--- src/rtl/clock_period_meter.sv ---
// clock_period_meter: measures the period and high time of a slow signal
// in clk_in cycles, and reports the matching divider scale setting.
// Optional feature macro: CLOCK_PERIOD_METER_CONTINUOUS_EN (free-running
// back-to-back measurements after a single start).
module clock_period_meter #(
   parameter int unsigned CNT_W       = 16,
   parameter int unsigned SYNC_STAGES = 2
) (
   input  logic             clk_in,
   input  logic             rst,
   input  logic             sig_in,
   input  logic             start,
   output logic             busy,
   output logic             valid,
   output logic             overflow,
   output logic [CNT_W-1:0] period_out,
   output logic [CNT_W-1:0] high_out,
   output logic [7:0]       scale_est
);

   localparam int unsigned SCALE_W = 8;
   localparam logic [CNT_W-1:0] CNT_MAX  = '1;
   localparam logic [CNT_W-1:0] CNT_LAST = CNT_MAX - CNT_W'(1);
   localparam logic [CNT_W-1:0] CNT_ONE  = CNT_W'(1);

   typedef enum logic [1:0] {
      S_IDLE    = 2'd0,
      S_ARM     = 2'd1,
      S_MEASURE = 2'd2
   } state_e;

   state_e               state_q, state_d;
   logic [SYNC_STAGES-1:0] sync_q;
   logic                 prev_q;
   logic [CNT_W-1:0]     period_cnt_q, period_cnt_d;
   logic [CNT_W-1:0]     high_cnt_q, high_cnt_d;
   logic [CNT_W-1:0]     period_q, period_d;
   logic [CNT_W-1:0]     high_q, high_d;
   logic [SCALE_W-1:0]   scale_q, scale_d;
   logic                 ovf_q, ovf_d;
   logic                 valid_q, valid_d;
   logic                 busy_q, busy_d;
   logic                 sync_lvl;
   logic                 rise;

   assign sync_lvl = sync_q[SYNC_STAGES-1];
   assign rise     = sync_lvl & ~prev_q;

   assign busy       = busy_q;
   assign valid      = valid_q;
   assign overflow   = ovf_q;
   assign period_out = period_q;
   assign high_out   = high_q;
   assign scale_est  = scale_q;

   // Synchroniser and previous-sample register; prev resets high so reset never looks like an edge
   always_ff @(posedge clk_in) begin
      if (rst) begin
         sync_q <= '0;
         prev_q <= 1'b1;
      end else begin
         sync_q <= {sync_q[SYNC_STAGES-2:0], sig_in};
         prev_q <= sync_lvl;
      end
   end

   // State, counter and result registers
   always_ff @(posedge clk_in) begin
      if (rst) begin
         state_q      <= S_IDLE;
         period_cnt_q <= '0;
         high_cnt_q   <= '0;
         period_q     <= '0;
         high_q       <= '0;
         scale_q      <= '0;
         ovf_q        <= 1'b0;
         valid_q      <= 1'b0;
         busy_q       <= 1'b0;
      end else begin
         state_q      <= state_d;
         period_cnt_q <= period_cnt_d;
         high_cnt_q   <= high_cnt_d;
         period_q     <= period_d;
         high_q       <= high_d;
         scale_q      <= scale_d;
         ovf_q        <= ovf_d;
         valid_q      <= valid_d;
         busy_q       <= busy_d;
      end
   end

   // Next-state, counting, timeout and result latch
   always_comb begin
      state_d      = state_q;
      period_cnt_d = period_cnt_q;
      high_cnt_d   = high_cnt_q;
      period_d     = period_q;
      high_d       = high_q;
      ovf_d        = ovf_q;
      valid_d      = 1'b0;

      unique case (state_q)
         S_IDLE: begin
            if (start) begin
               state_d      = S_ARM;
               period_cnt_d = '0;
               high_cnt_d   = '0;
            end
         end
         S_ARM: begin
            if (rise) begin
               state_d      = S_MEASURE;
               period_cnt_d = CNT_ONE;
               high_cnt_d   = CNT_ONE;
            end else if (period_cnt_q >= CNT_LAST) begin
               period_d = CNT_MAX;
               high_d   = high_cnt_q;
               ovf_d    = 1'b1;
               valid_d  = 1'b1;
`ifdef CLOCK_PERIOD_METER_CONTINUOUS_EN
               state_d      = S_ARM;
               period_cnt_d = '0;
               high_cnt_d   = '0;
`else
               state_d      = S_IDLE;
`endif
            end else begin
               period_cnt_d = period_cnt_q + CNT_ONE;
            end
         end
         S_MEASURE: begin
            if (rise) begin
               period_d = period_cnt_q;
               high_d   = high_cnt_q;
               ovf_d    = 1'b0;
               valid_d  = 1'b1;
`ifdef CLOCK_PERIOD_METER_CONTINUOUS_EN
               // the terminating edge opens the next period
               state_d      = S_MEASURE;
               period_cnt_d = CNT_ONE;
               high_cnt_d   = CNT_ONE;
`else
               state_d      = S_IDLE;
`endif
            end else if (period_cnt_q >= CNT_LAST) begin
               period_d = CNT_MAX;
               high_d   = high_cnt_q;
               ovf_d    = 1'b1;
               valid_d  = 1'b1;
`ifdef CLOCK_PERIOD_METER_CONTINUOUS_EN
               state_d      = S_ARM;
               period_cnt_d = '0;
               high_cnt_d   = '0;
`else
               state_d      = S_IDLE;
`endif
            end else begin
               period_cnt_d = period_cnt_q + CNT_ONE;
               if (sync_lvl && (high_cnt_q != CNT_MAX)) begin
                  high_cnt_d = high_cnt_q + CNT_ONE;
               end
            end
         end
         default: begin
            state_d = S_IDLE;
         end
      endcase

      busy_d = (state_d != S_IDLE);
   end

   // Scale estimate tracks the high-time result: high-1, saturated to 255, 0 for no high time
   always_comb begin
      scale_d = scale_q;
      if (valid_d) begin
         if (high_d == '0) begin
            scale_d = '0;
         end else if (high_d >= CNT_W'(256)) begin
            scale_d = SCALE_W'(255);
         end else begin
            scale_d = SCALE_W'(high_d - CNT_ONE);
         end
      end
   end

endmodule

--- config.mk ---
export PLATFORM = sky130hd
export DESIGN_NAME = clock_period_meter
export DESIGN_NICKNAME = d
export VERILOG_FILES = /design/src/rtl/clock_period_meter.sv
export SDC_FILE = /design/constraint.sdc
export NUM_CORES = 1
export LEC_CHECK = 0
export ABC_CLOCK_PERIOD_IN_PS = 5500
export CORE_ASPECT_RATIO = 1.2
export CORE_MARGIN = 2
export CORE_UTILIZATION = 29
export CTS_BUF_LIST = sky130_fd_sc_hd__clkbuf_2
export CTS_CLUSTER_DIAMETER = 100
export CTS_CLUSTER_SIZE = 40
export DETAILED_ROUTE_END_ITERATION = 12
export PLACE_DENSITY_LB_ADDON = 0.12
export SETUP_SLACK_MARGIN = 0.4
export SYNTH_ARGS = -nofsm -noshare
export SYNTH_HDL_FRONTEND = slang
export SYNTH_SLANG_ARGS = --single-unit
--- constraint.sdc ---
create_clock -name clk_in -period 5.5 [get_ports clk_in]
set_input_delay 0.825 -clock clk_in [delete_from_list [all_inputs] [get_ports clk_in]]
set_output_delay 0.825 -clock clk_in [all_outputs]
set_load 0.05 [all_outputs]
==> summary.txt <==
Global routing
  • Vias in the first global route: 3,518
  • Largest net degree at the start of global routing: 59
  • Routing usage on met2: 0.2582
  • Global route total overflow: 0
  • Overall Global Routing Usage: 0.1511
  • Met1 Track Usage GR: 0.1791
  • Antenna violations before repair: 1
  • Gr busiest metal: met2
  • First-pass GRT wire length: 18,240 um
  • Met3 usage in global routing: 0.02908

Clock network
  • CTS tree: built
  • Root buffer cell: clkbuf_2
  • H-tree depth: 3
  • Clock buffer depth: 2
  • CTS buffer count: 9
  • Hold-fix buffers, CTS: 0
  • CTS clk-pin slew, worst paths: 0.23 ns
  • Post-CTS Setup Inserts: 0
  • Clk Latency, worst-skew pair: 0.60 ns
  • Clock sinks: 80
  • CTS resizes: 0

Routing
  • Final WL: 11,000 um
  • Residual DRC: 0
  • DRT iter0 DRCs: 211
  • Wirelength per Cell: 15.34 um
  • Via/cell ratio: 5.128
  • Antenna-violating nets left: 0
  • Pre-antenna DRT Iters: 4
  • Via Count: 3,677

Power and ir drop
  • Tot Pwr: 0.9749 mW
  • Sw power: 0.2978 mW
  • Leakage: 1.669 nW
  • Flop pwr share: 0.608
  • Net Sw Frac: 0.3055
  • Comb pwr share: 0.105
  • Peak supply drop: 0.08833 mV
  • Clk pwr share: 0.287
  • Internal power: 0.6770 mW
  • PD cells: 201.9 nW/um^2

Yosys
  • Synth cell count leaders: nor2_1 (100), dfxtp_1 (80), nand2_1 (38), nor3_1 (30), o21ai_0 (27)
  • Post-synth EDFFs: 0
  • Synth Flop Type: dfxtp_1
  • Largest area contributor in the netlist: dfxtp_1
  • Syn nets: 519
  • Synthesized cell area: 4158 sq um
  • Mean Syn Cell Area: 8.217 sq um
  • Syn Inst Count: 506
  • Post-synth ARST share: 0
  • Ys Warns: 0
  • Top cell type's share of synthesized area: 0.3852
  • Count leader, synth: nor2_1
  • Synth top area cells: dfxtp_1 (39%), nor2_1 (9.0%), nor3_1 (3.6%)
  • FF+latch count, synth: 80
  • Post-synthesis cell type count: 60
  • Post-synthesis sequential area ratio: 0.3852

Die
  • Row count: 47
  • DIE HEIGHT: 135.2 um
  • I/O pin total: 47
  • Die width: 113.3 um
  • Die area: 15,310 sq um
  • Starting density of the core: 0.2996
  • Core area: 13,880 sq um

Layout
  • Layout Nets: 553
  • Fraction of layout cells with a size suffix above 1: 0.08073
  • Post-Route Utilization: 0.3480
  • Synthesis-to-finish area growth: 16.16%

Min path
  • Hold Crit Start: sync_q[0]
  • Endpoint, Worst Hold: sync_q[1]
  • Hold depth: 1
  • Hold WC Path Type: reg -> reg

STA
  • RSZ-0062 raised after global routing: false
  • Final setup vio count: 0
  • Worst Clk Skew: 0.04935 ns
  • Fin crit share: 0.5974
  • Fmax: 304.4 MHz
  • Final slew viol count: 0
  • Final min period: 3.285 ns
  • Worst hold slack: 0.4738 ns
  • Hold Vio Cnt, Final: 0
  • Setup tns final: 0 ns
  • Worst-margin pin slew: 1.008 ns
  • Headroom to the max-slew limit: 0.3266

Placement
  • DP HPWL: 7476 um
  • IO buf count: 46
  • Final Wtd Congestion: 0.8356

Setup path
  • R2R Path Start: state_q[0]
  • Maximum fanout along the worst path: 36
  • R2r worst-path depth: 10
  • R2R Setup Slk: 2.21 ns
  • CP Class: reg -> reg
  • Required time of the critical path: 6.02 ns
  • Critical path launch point type: register
  • Nature of the critical path endpoint: register
  • Data arrival time of the critical path: 3.80 ns
  • RR Endpoint: scale_est[5]
  • Crit path from: state_q[0]

Outcome
  • Result of the run: completed

Flow run
  • Max cap viols: 0
[worst max-delay path by stage]
stage | endpoint | slack, ns | depth (start not counted)
finish | scale_est[5] | 2.21 | 10
global route | scale_est[7] | 1.83 | 10
CTS | scale_est[7] | 2.17 | 10
detailed placement | high_cnt_q[11] | 2.04 | 9
global placement | scale_est[7] | 2.17 | 10
floorplan | scale_est[7] | 2.81 | 11
[routing by layer]
| layer | up-vias | wire length, um |
|---|---|---|
| met5 | - | 0 |
| met4 | 0 | 366 |
| met3 | 21 | 337 |
| met2 | 64 | 5342 |
| met1 | 1739 | 4949 |
| li1 | 1853 | - |
[cell type report]
type | instances | area [sq um]
Fill cell | 1478 | 9049
Multi-Input combinational cell | 391 | 2402
Sequential cell | 80 | 1602
Timing Repair Buffer | 52 | 500.5
Tap cell | 171 | 214.0
Clock buffer | 10 | 50.05
Clock inverter | 6 | 36.28
Inverter | 6 | 22.52
Antenna cell | 1 | 2.502
[sequential cells by signal, indices dropped and copies added (netlist names), 2 cells and up]
name and cells:
high_cnt_q 16, high_out 16, period_cnt_q 16, period_out 16
scale_est 8, state_q 2, sync_q 2
[worst max-delay path, stage by stage (launching register included)]
cell and delay [ns]:
dfxtp_1 0.42, inv_1 0.09, ha_1 0.28, buf_4 0.31, nand2b_1 0.42, a211oi_1 0.55, a41o_1 0.25, o211ai_2 0.11
nor4_4 0.47, nand3b_1 0.15, and3_1 0.20
[power by group through the flow]
stage	Clock (mW)	Sequential (mW)	Combinational, mW
after detailed placement	0	0.604	0.103
after global routing	0.319	0.594	0.114
after floorplan	0	0.613	0.0659
after global placement	0	0.603	0.103
after CTS	0.296	0.593	0.104
final	0.280	0.592	0.102
[per-stage QoR]
step           cell area (sq um)  instances  setup WS (ns)
2_1_floorplan               4158        506          2.808
3_3_place_gp                4741        700          2.170
6_report                    4830        717          2.215
5_1_grt                     4830        717          1.825
3_5_place_dp                4741        700          2.043
4_1_cts                     4827        716          2.170
[cells in the final DEF, fill, tap and decap left out, types with 2 or more instances in the layout]
master           Yosys  layout
clkinv_2             0       4
dfxtp_1             80      80
nand3b_1             4       4
a31oi_1              3       3
a21oi_1              9       9
buf_4                1       6
nor4_1               4       4
nor2b_1              6       6
ha_1                 9       9
xor2_1               7       7
clkbuf_2             0      10
nand2b_1            12      12
nor3_1              30      30
inv_1                6       6
or2_2                4       4
nor3b_1              4       4
o21ai_0             27      27
nand4_2              2       2
or3_1                2       2
clkdlybuf4s50_1      0      45
a22o_1               8       8
or3b_1               2       2
nand4_1              8       8
a221o_4              2       2
nor4_4               2       2
a211oi_1            15      15
o21ai_1              2       2
o21a_1              14      14
nand2_1             38      38
a22oi_1              5       5
xnor2_1             14      14
nand3_1              9       9
mux2i_1              9       9
and2_1               4       4
o21bai_1             2       2
and4_1               3       3
nor2_1             100     100
a221oi_1             2       2
and3_1               8       8
[logic make-up (layout without fill, tap and decap cells)]
group,after synthesis,count (layout),share of synthesized area
mux,9,9,0.02167
simple gates,249,249,0.3042
fa+ha+maj,9,9,0.02708
compound gates,103,103,0.1794
flops,80,80,0.3852
other cells,0,1,0
buf+inv,35,74,0.03822
xor+xnor,21,21,0.04424
No activity file was read; power rests on OpenSTA's default activity.
